`src/rtl/npu_pipe_pkg.sv`:
```
// Shared helpers for NPU pipeline blocks: width arithmetic used to size beats and counters.
package npu_pipe_pkg;

  // Ceiling log2; returns 0 for v <= 1.
  function automatic int unsigned clog2(input int unsigned v);
    int unsigned r;
    int unsigned val;
    r = 0;
    if (v > 1) begin
      val = v - 1;
      while (val > 0) begin
        r++;
        val = val >> 1;
      end
    end
    return r;
  endfunction

  // Total bits in one multi-lane beat.
  function automatic int unsigned beat_w(input int unsigned lanes, input int unsigned width);
    return lanes * width;
  endfunction

endpackage

```
`src/rtl/pipe_reg_chain_if.sv`:
```
// Valid/ready beat bus plus flush and occupancy for the register pipeline.
interface pipe_reg_chain_if
  import npu_pipe_pkg::*;
#(
  parameter int unsigned WIDTH = 16,
  parameter int unsigned LANES = 4,
  parameter int unsigned DEPTH = 3
);
  localparam int unsigned BEAT_W = beat_w(LANES, WIDTH);
  localparam int unsigned CNT_W  = clog2(DEPTH + 1);

  logic              flush_i;
  logic              in_valid_i;
  logic              in_ready_o;
  logic [BEAT_W-1:0] in_data_i;
  logic              out_valid_o;
  logic              out_ready_i;
  logic [BEAT_W-1:0] out_data_o;
  logic [CNT_W-1:0]  count_o;

  modport master (
    output flush_i, in_valid_i, in_data_i, out_ready_i,
    input  in_ready_o, out_valid_o, out_data_o, count_o
  );

  modport slave (
    input  flush_i, in_valid_i, in_data_i, out_ready_i,
    output in_ready_o, out_valid_o, out_data_o, count_o
  );
endinterface

```
`src/rtl/pipe_stage.sv`:
```
// One pipeline stage: valid bit plus beat data, data only loaded when a real beat arrives.
module pipe_stage #(
  parameter int unsigned BEAT_W = 64
) (
  input  logic              clk,
  input  logic              rst,
  input  logic              clr,
  input  logic              en,
  input  logic              load,
  input  logic              valid_in,
  input  logic [BEAT_W-1:0] data_in,
  output logic              valid,
  output logic [BEAT_W-1:0] data
);

  // Flush clears only the valid bit; data keeps its last value.
  always_ff @(posedge clk) begin
    if (rst) begin
      valid <= 1'b0;
      data  <= '0;
    end else begin
      if (clr) begin
        valid <= 1'b0;
      end else if (en) begin
        valid <= valid_in;
      end
      if (load) begin
        data <= data_in;
      end
    end
  end

endmodule

```
`src/rtl/pipe_reg_chain.sv`:
```
// Multi-lane register pipeline with valid/ready flow control, bubble collapsing and flush.
module pipe_reg_chain
  import npu_pipe_pkg::*;
#(
  parameter int unsigned WIDTH = 16,
  parameter int unsigned LANES = 4,
  parameter int unsigned DEPTH = 3
) (
  input logic             clk,
  input logic             rst,
  pipe_reg_chain_if.slave bus
);

  localparam int unsigned BEAT_W = beat_w(LANES, WIDTH);
  localparam int unsigned CNT_W  = clog2(DEPTH + 1);

  if (DEPTH < 1) begin : g_depth_chk
    $error("pipe_reg_chain: DEPTH must be >= 1");
  end

  logic [DEPTH-1:0]  v;
  logic [DEPTH-1:0]  adv;
  logic [DEPTH-1:0]  vin;
  logic [DEPTH-1:0]  load;
  logic [BEAT_W-1:0] d [DEPTH];
  logic              in_xfer;
  logic [CNT_W-1:0]  cnt;

  // Ready ripples back from the output; an empty stage always advances.
  always_comb begin
    adv = '0;
    adv[DEPTH-1] = bus.out_ready_i | ~v[DEPTH-1];
    for (int k = int'(DEPTH) - 2; k >= 0; k--) begin
      adv[k] = adv[k+1] | ~v[k];
    end
  end

  assign bus.in_ready_o = adv[0] & ~bus.flush_i;
  assign in_xfer        = bus.in_valid_i & bus.in_ready_o;

  for (genvar k = 0; k < int'(DEPTH); k++) begin : g_stage
    logic [BEAT_W-1:0] din;

    if (k == 0) begin : g_first
      assign vin[k] = in_xfer;
      assign din    = bus.in_data_i;
    end else begin : g_rest
      assign vin[k] = v[k-1];
      assign din    = d[k-1];
    end

    assign load[k] = adv[k] & vin[k] & ~bus.flush_i;

    pipe_stage #(.BEAT_W(BEAT_W)) u_stage (
      .clk      (clk),
      .rst      (rst),
      .clr      (bus.flush_i),
      .en       (adv[k]),
      .load     (load[k]),
      .valid_in (vin[k]),
      .data_in  (din),
      .valid    (v[k]),
      .data     (d[k])
    );
  end

  // Occupancy is a pure function of the stage valid registers.
  always_comb begin
    cnt = '0;
    for (int k = 0; k < int'(DEPTH); k++) begin
      cnt = cnt + CNT_W'(v[k]);
    end
  end

  assign bus.out_valid_o = v[DEPTH-1];
  assign bus.out_data_o  = d[DEPTH-1];
  assign bus.count_o     = cnt;

endmodule

```
`src/flat_wrapper.sv`:
```
// flat-port wrapper written by rule: the top's interface ports become plain ports
module pipe_reg_chain_flat import npu_pipe_pkg::*;
#(
  parameter int unsigned WIDTH = 16,
  parameter int unsigned LANES = 4,
  parameter int unsigned DEPTH = 3
)
  (clk, rst, bus_flush_i, bus_in_valid_i, bus_in_data_i, bus_out_ready_i, bus_in_ready_o, bus_out_valid_o, bus_out_data_o, bus_count_o);
  pipe_reg_chain_if #(.WIDTH(WIDTH), .LANES(LANES), .DEPTH(DEPTH)) bus_i ();
  input logic clk;
  input logic rst;
  input wire logic [$bits(bus_i.flush_i)-1:0] bus_flush_i;
  input wire logic [$bits(bus_i.in_valid_i)-1:0] bus_in_valid_i;
  input wire logic [$bits(bus_i.in_data_i)-1:0] bus_in_data_i;
  input wire logic [$bits(bus_i.out_ready_i)-1:0] bus_out_ready_i;
  output wire logic [$bits(bus_i.in_ready_o)-1:0] bus_in_ready_o;
  output wire logic [$bits(bus_i.out_valid_o)-1:0] bus_out_valid_o;
  output wire logic [$bits(bus_i.out_data_o)-1:0] bus_out_data_o;
  output wire logic [$bits(bus_i.count_o)-1:0] bus_count_o;
  assign bus_i.flush_i = bus_flush_i;
  assign bus_i.in_valid_i = bus_in_valid_i;
  assign bus_i.in_data_i = bus_in_data_i;
  assign bus_i.out_ready_i = bus_out_ready_i;
  assign bus_in_ready_o = bus_i.in_ready_o;
  assign bus_out_valid_o = bus_i.out_valid_o;
  assign bus_out_data_o = bus_i.out_data_o;
  assign bus_count_o = bus_i.count_o;
  pipe_reg_chain #(.WIDTH(WIDTH), .LANES(LANES), .DEPTH(DEPTH)) u_core (.clk(clk), .rst(rst), .bus(bus_i));
endmodule
```
`config.mk`:
```
export PLATFORM = sky130hd
export DESIGN_NAME = pipe_reg_chain_flat
export DESIGN_NICKNAME = d
export VERILOG_FILES = /design/src/rtl/npu_pipe_pkg.sv /design/src/rtl/pipe_reg_chain_if.sv /design/src/rtl/pipe_stage.sv /design/src/rtl/pipe_reg_chain.sv /design/src/flat_wrapper.sv
export SDC_FILE = /design/constraint.sdc
export NUM_CORES = 1
export LEC_CHECK = 0
export ABC_AREA = 1
export CAP_MARGIN = 20
export CORE_MARGIN = 10
export CORE_UTILIZATION = 37
export CTS_BUF_LIST = sky130_fd_sc_hd__clkbuf_4 sky130_fd_sc_hd__clkbuf_8
export DETAILED_ROUTE_END_ITERATION = 10
export GPL_ROUTABILITY_DRIVEN = 0
export SLEW_MARGIN = 20
export SYNTH_ARGS = -nofsm -noshare
export SYNTH_HDL_FRONTEND = slang
export SYNTH_SLANG_ARGS = --single-unit
export TNS_END_PERCENT = 1
```
`constraint.sdc`:
```
create_clock -name clk -period 1.3 [get_ports clk]
set_input_delay 0.195 -clock clk [delete_from_list [all_inputs] [get_ports clk]]
set_output_delay 0.195 -clock clk [all_outputs]
set_load 0.1 [all_outputs]
```
==> results.tsv <==
stage	metric	value	unit
drt	wl_per_cell	12.2	microns
sta	min_period	1760	ps
clocking	cts_max_path_buffers	2	
grt	grt_max_degree	67	
floorplanning	ios	137	
clocking	tritoncts	done	
critical_path	regToRegStartpoint	u_core.g_stage[2].u_stage.valid	
synth	synth_xor_area_share	0	%
cells_and_area	drive_above_1_share	14.8	%
critical_path	cp_slowest_cell	fa_2	
sta	finalHoldViolCount	0	
drt	wl_met1	8.24	mm
run_status	status	complete, but fails checks	
pwr	power_density	1040	nW/um^2
synth	synth_compound_area_share	12.4	%
worst_hold_path	hold_class	in2reg	
grt	grt_first_pass_wirelength	31.6	mm
synth	syn_avg_cell_area	7.01	sq um
synth	netlist_area	7870	sq um
sta	worst_pin_slew	321	ps
synth	synth_seq_cells	195	
floorplanning	dieWidth	166	microns
critical_path	r2r_setup_slack	30	ps
pwr	switchingPower	0.00301	W
drt	wl_met2	9.50	mm
drt	vias	6591	
critical_path	critPathLaunchType	flip-flop	
drt	routed.top_layer	met4	
sta	fmax	0.568	GHz
sta	fin_ws	-461	ps
sta	setup_viol	3	
drt	route.met3.wl	596	microns
clocking	cts.htree.levels	4	
cells_and_area	mostFrequentLayoutCells	inv_1 (241), nor2_1 (193), dfxtp_1 (170)	
floorplanning	initial_utilization	37.6	%
pwr	seqPwrFrac	55.3	%
worst_hold_path	whs_path_depth	4	
placed_design	port-buffer-count	136	
floorplanning	fp-row-count	53	
cells_and_area	final_common_cell	inv_1	
sta	fin_crit_sh	135	%
critical_path	worstSetupPathType	reg2out	
drt	initialDrtViolationCount	294	
critical_path	crit_family	adder cells	
placed_design	post_dp_cell_area	10400	sq um
critical_path	crit_chain	fa_2, buf_12	
cells_and_area	nets	1313	
synth	yosys.area_share.adder	0.254	%
worst_hold_path	worstHoldStart	bus_in_valid_i	
synth	synthSimpleGateAreaFrac	20.9	%
clocking	clk_pin_slew	90	ps
sta	fin_skew	15.7	ps
critical_path	critical_path.max_fanout	3	
critical_path	cp_data_required_time	1110	ps
synth	syn_inst	1123	
critical_path	critPathLaunch	u_core.g_stage[0].u_stage.valid	
cells_and_area	n_antenna_cell	0	
clocking	clk_latency	460	ps
floorplanning	core_region_area	21000	sq um
synth	synth_top_family_by_area	simple AND/OR/NAND/NOR gates	
floorplanning	die_y	166	microns
drt	drt_wl_total	18.7	mm
pwr	internal_power	0.00831	W
flow_run	max-cap-violations	0	
sta	drv_slew	0	
synth	yosysSeqAreaShare	49.6	%
critical_path	timing.rr.end	u_core.g_stage[2].u_stage.data[3]	
pwr	ir_drop	559	uV
sta	rsz0062_at_grt	true	
clocking	clockRootBuffer	clkbuf_8	
synth	synthMuxAreaShare	0	%
synth	yosysWarnings	0	
drt	viasPerCell	4.31	
synth	syn-num-nets	1193	
drt	ant_nets	0	
clocking	cts_buffers	17	
placed_design	dp_hpwl	13.2	mm
critical_path	path_buf_inv	1	
drt	drtPass1Iterations	4	
drt	drc	0	
cells_and_area	fin_area	10900	sq um
critical_path	crit_path_end_kind	primary output	
sta	relSlewSlack	78.6	%
pwr	switching_share	26.6	%
grt	grt_overflow	0	
critical_path	worst_path_largest_cell_delay	590	ps
critical_path	arrival	1570	ps
pwr	clock_power_share	33.2	%
worst_hold_path	holdPathEnd	u_core.g_stage[0].u_stage.valid	
clocking	clock_sinks	195	
synth	ys_types	16	
critical_path	r2r_cells	5	
cells_and_area	syn_to_final_growth	38.1	%
grt	antenna_found_initial	0	
run_status	violations	negative setup slack	
cells_and_area	fin_util	51.9	%
floorplanning	die_area	27500	sq um
grt	grt_pass1_vias	6341	
grt	track_usage	13.6	%
pwr	power_frac_comb	11.5	%
pwr	p_leak	4.78	nW
## cell families after synthesis
family / Yosys count
compound gates: 195
flops: 195
fa+ha+maj: 1
buf+inv: 339
simple gates: 393
## worst max path at each step
stage	endpoint	cells after the start
final	bus_count_o[0]	2
after global routing	bus_count_o[0]	2
after detailed placement	u_core.g_stage[2].u_stage.data[3]	7
after floorplan	bus_in_ready_o	4
after global placement	u_core.g_stage[2].u_stage.data[31]	7
after CTS	bus_count_o[0]	2
## synthesized netlist by cell type
master / number / share of area [%]
buf_4: 2 / 0.19
nand4_1: 65 / 5.2
clkinv_1: 8 / 0.38
dfxtp_1: 195 / 50
nor2_1: 193 / 9.2
o21ai_0: 86 / 5.5
inv_2: 12 / 0.57
fa_1: 1 / 0.25
buf_1: 8 / 0.38
nand2_1: 132 / 6.3
clkbuf_1: 27 / 1.3
nand3_1: 3 / 0.19
buf_2: 39 / 2.5
a21oi_1: 67 / 4.3
inv_1: 243 / 12
o21ai_1: 42 / 2.7
## state kept, by name (all words and copies together) (netlist names)
signal	cells
u_core.g_stage.u_stage.data	192
u_core.g_stage.u_stage.valid	3
## power by group through the flow
stage                     logic [W]  registers (W)  clock network (W)
after floorplan            0.000706        0.00648                  0
after global placement      0.00129        0.00639                  0
after detailed placement    0.00130        0.00640                  0
after CTS                   0.00131        0.00626            0.00386
after global routing        0.00148        0.00629            0.00413
final                       0.00130        0.00626            0.00376
## per-stage QoR
stage               worst slack [ps]  TNS [ps]  cells  hold slack, ps  power [W]
floorplan                       -309    -11640   1123             388    0.00718
global placement                -287    -42770   1498             455    0.00769
detailed placement              -332    -46400   1498             465    0.00770
CTS                             -498     -1330   1529             278     0.0114
global route                    -516     -5750   1530             298     0.0119
finish                          -461     -1120   1530             311     0.0113
## worst register-to-register path, stage by stage, from the launching register on
cell and delay [ps]:
dfxtp_4 370, nand2_1 130, nand3_4 150, buf_12 230, o21ai_0 220, a21oi_1 60
## layer usage
layer	GRT usage [%]	vias up
met5	0	-
met4	4.85	0
met3	2.77	22
met2	24.1	107
met1	15.7	2828
li1	-	3634
## area by class of cell
cell class	count	area, sq um
Fill cell	2116	10100
Sequential cell	195	3940
Multi-Input combinational cell	589	2680
Timing Repair Buffer	177	2540
Inverter	263	996
Tap cell	275	344
Clock buffer	18	241
Clock inverter	13	126
## repair_timing
| action | CTS | global route |
|---|---|---|
| pin swaps | 1 | 3 |
| gates resized for setup | 5 | 38 |
| hold buffers | 0 | 0 |
| endpoints found under the setup margin | 134 | 166 |
| gates cloned | 0 | 0 |
| setup buffers | 0 | 1 |
(Power assumes the default switching activity.)
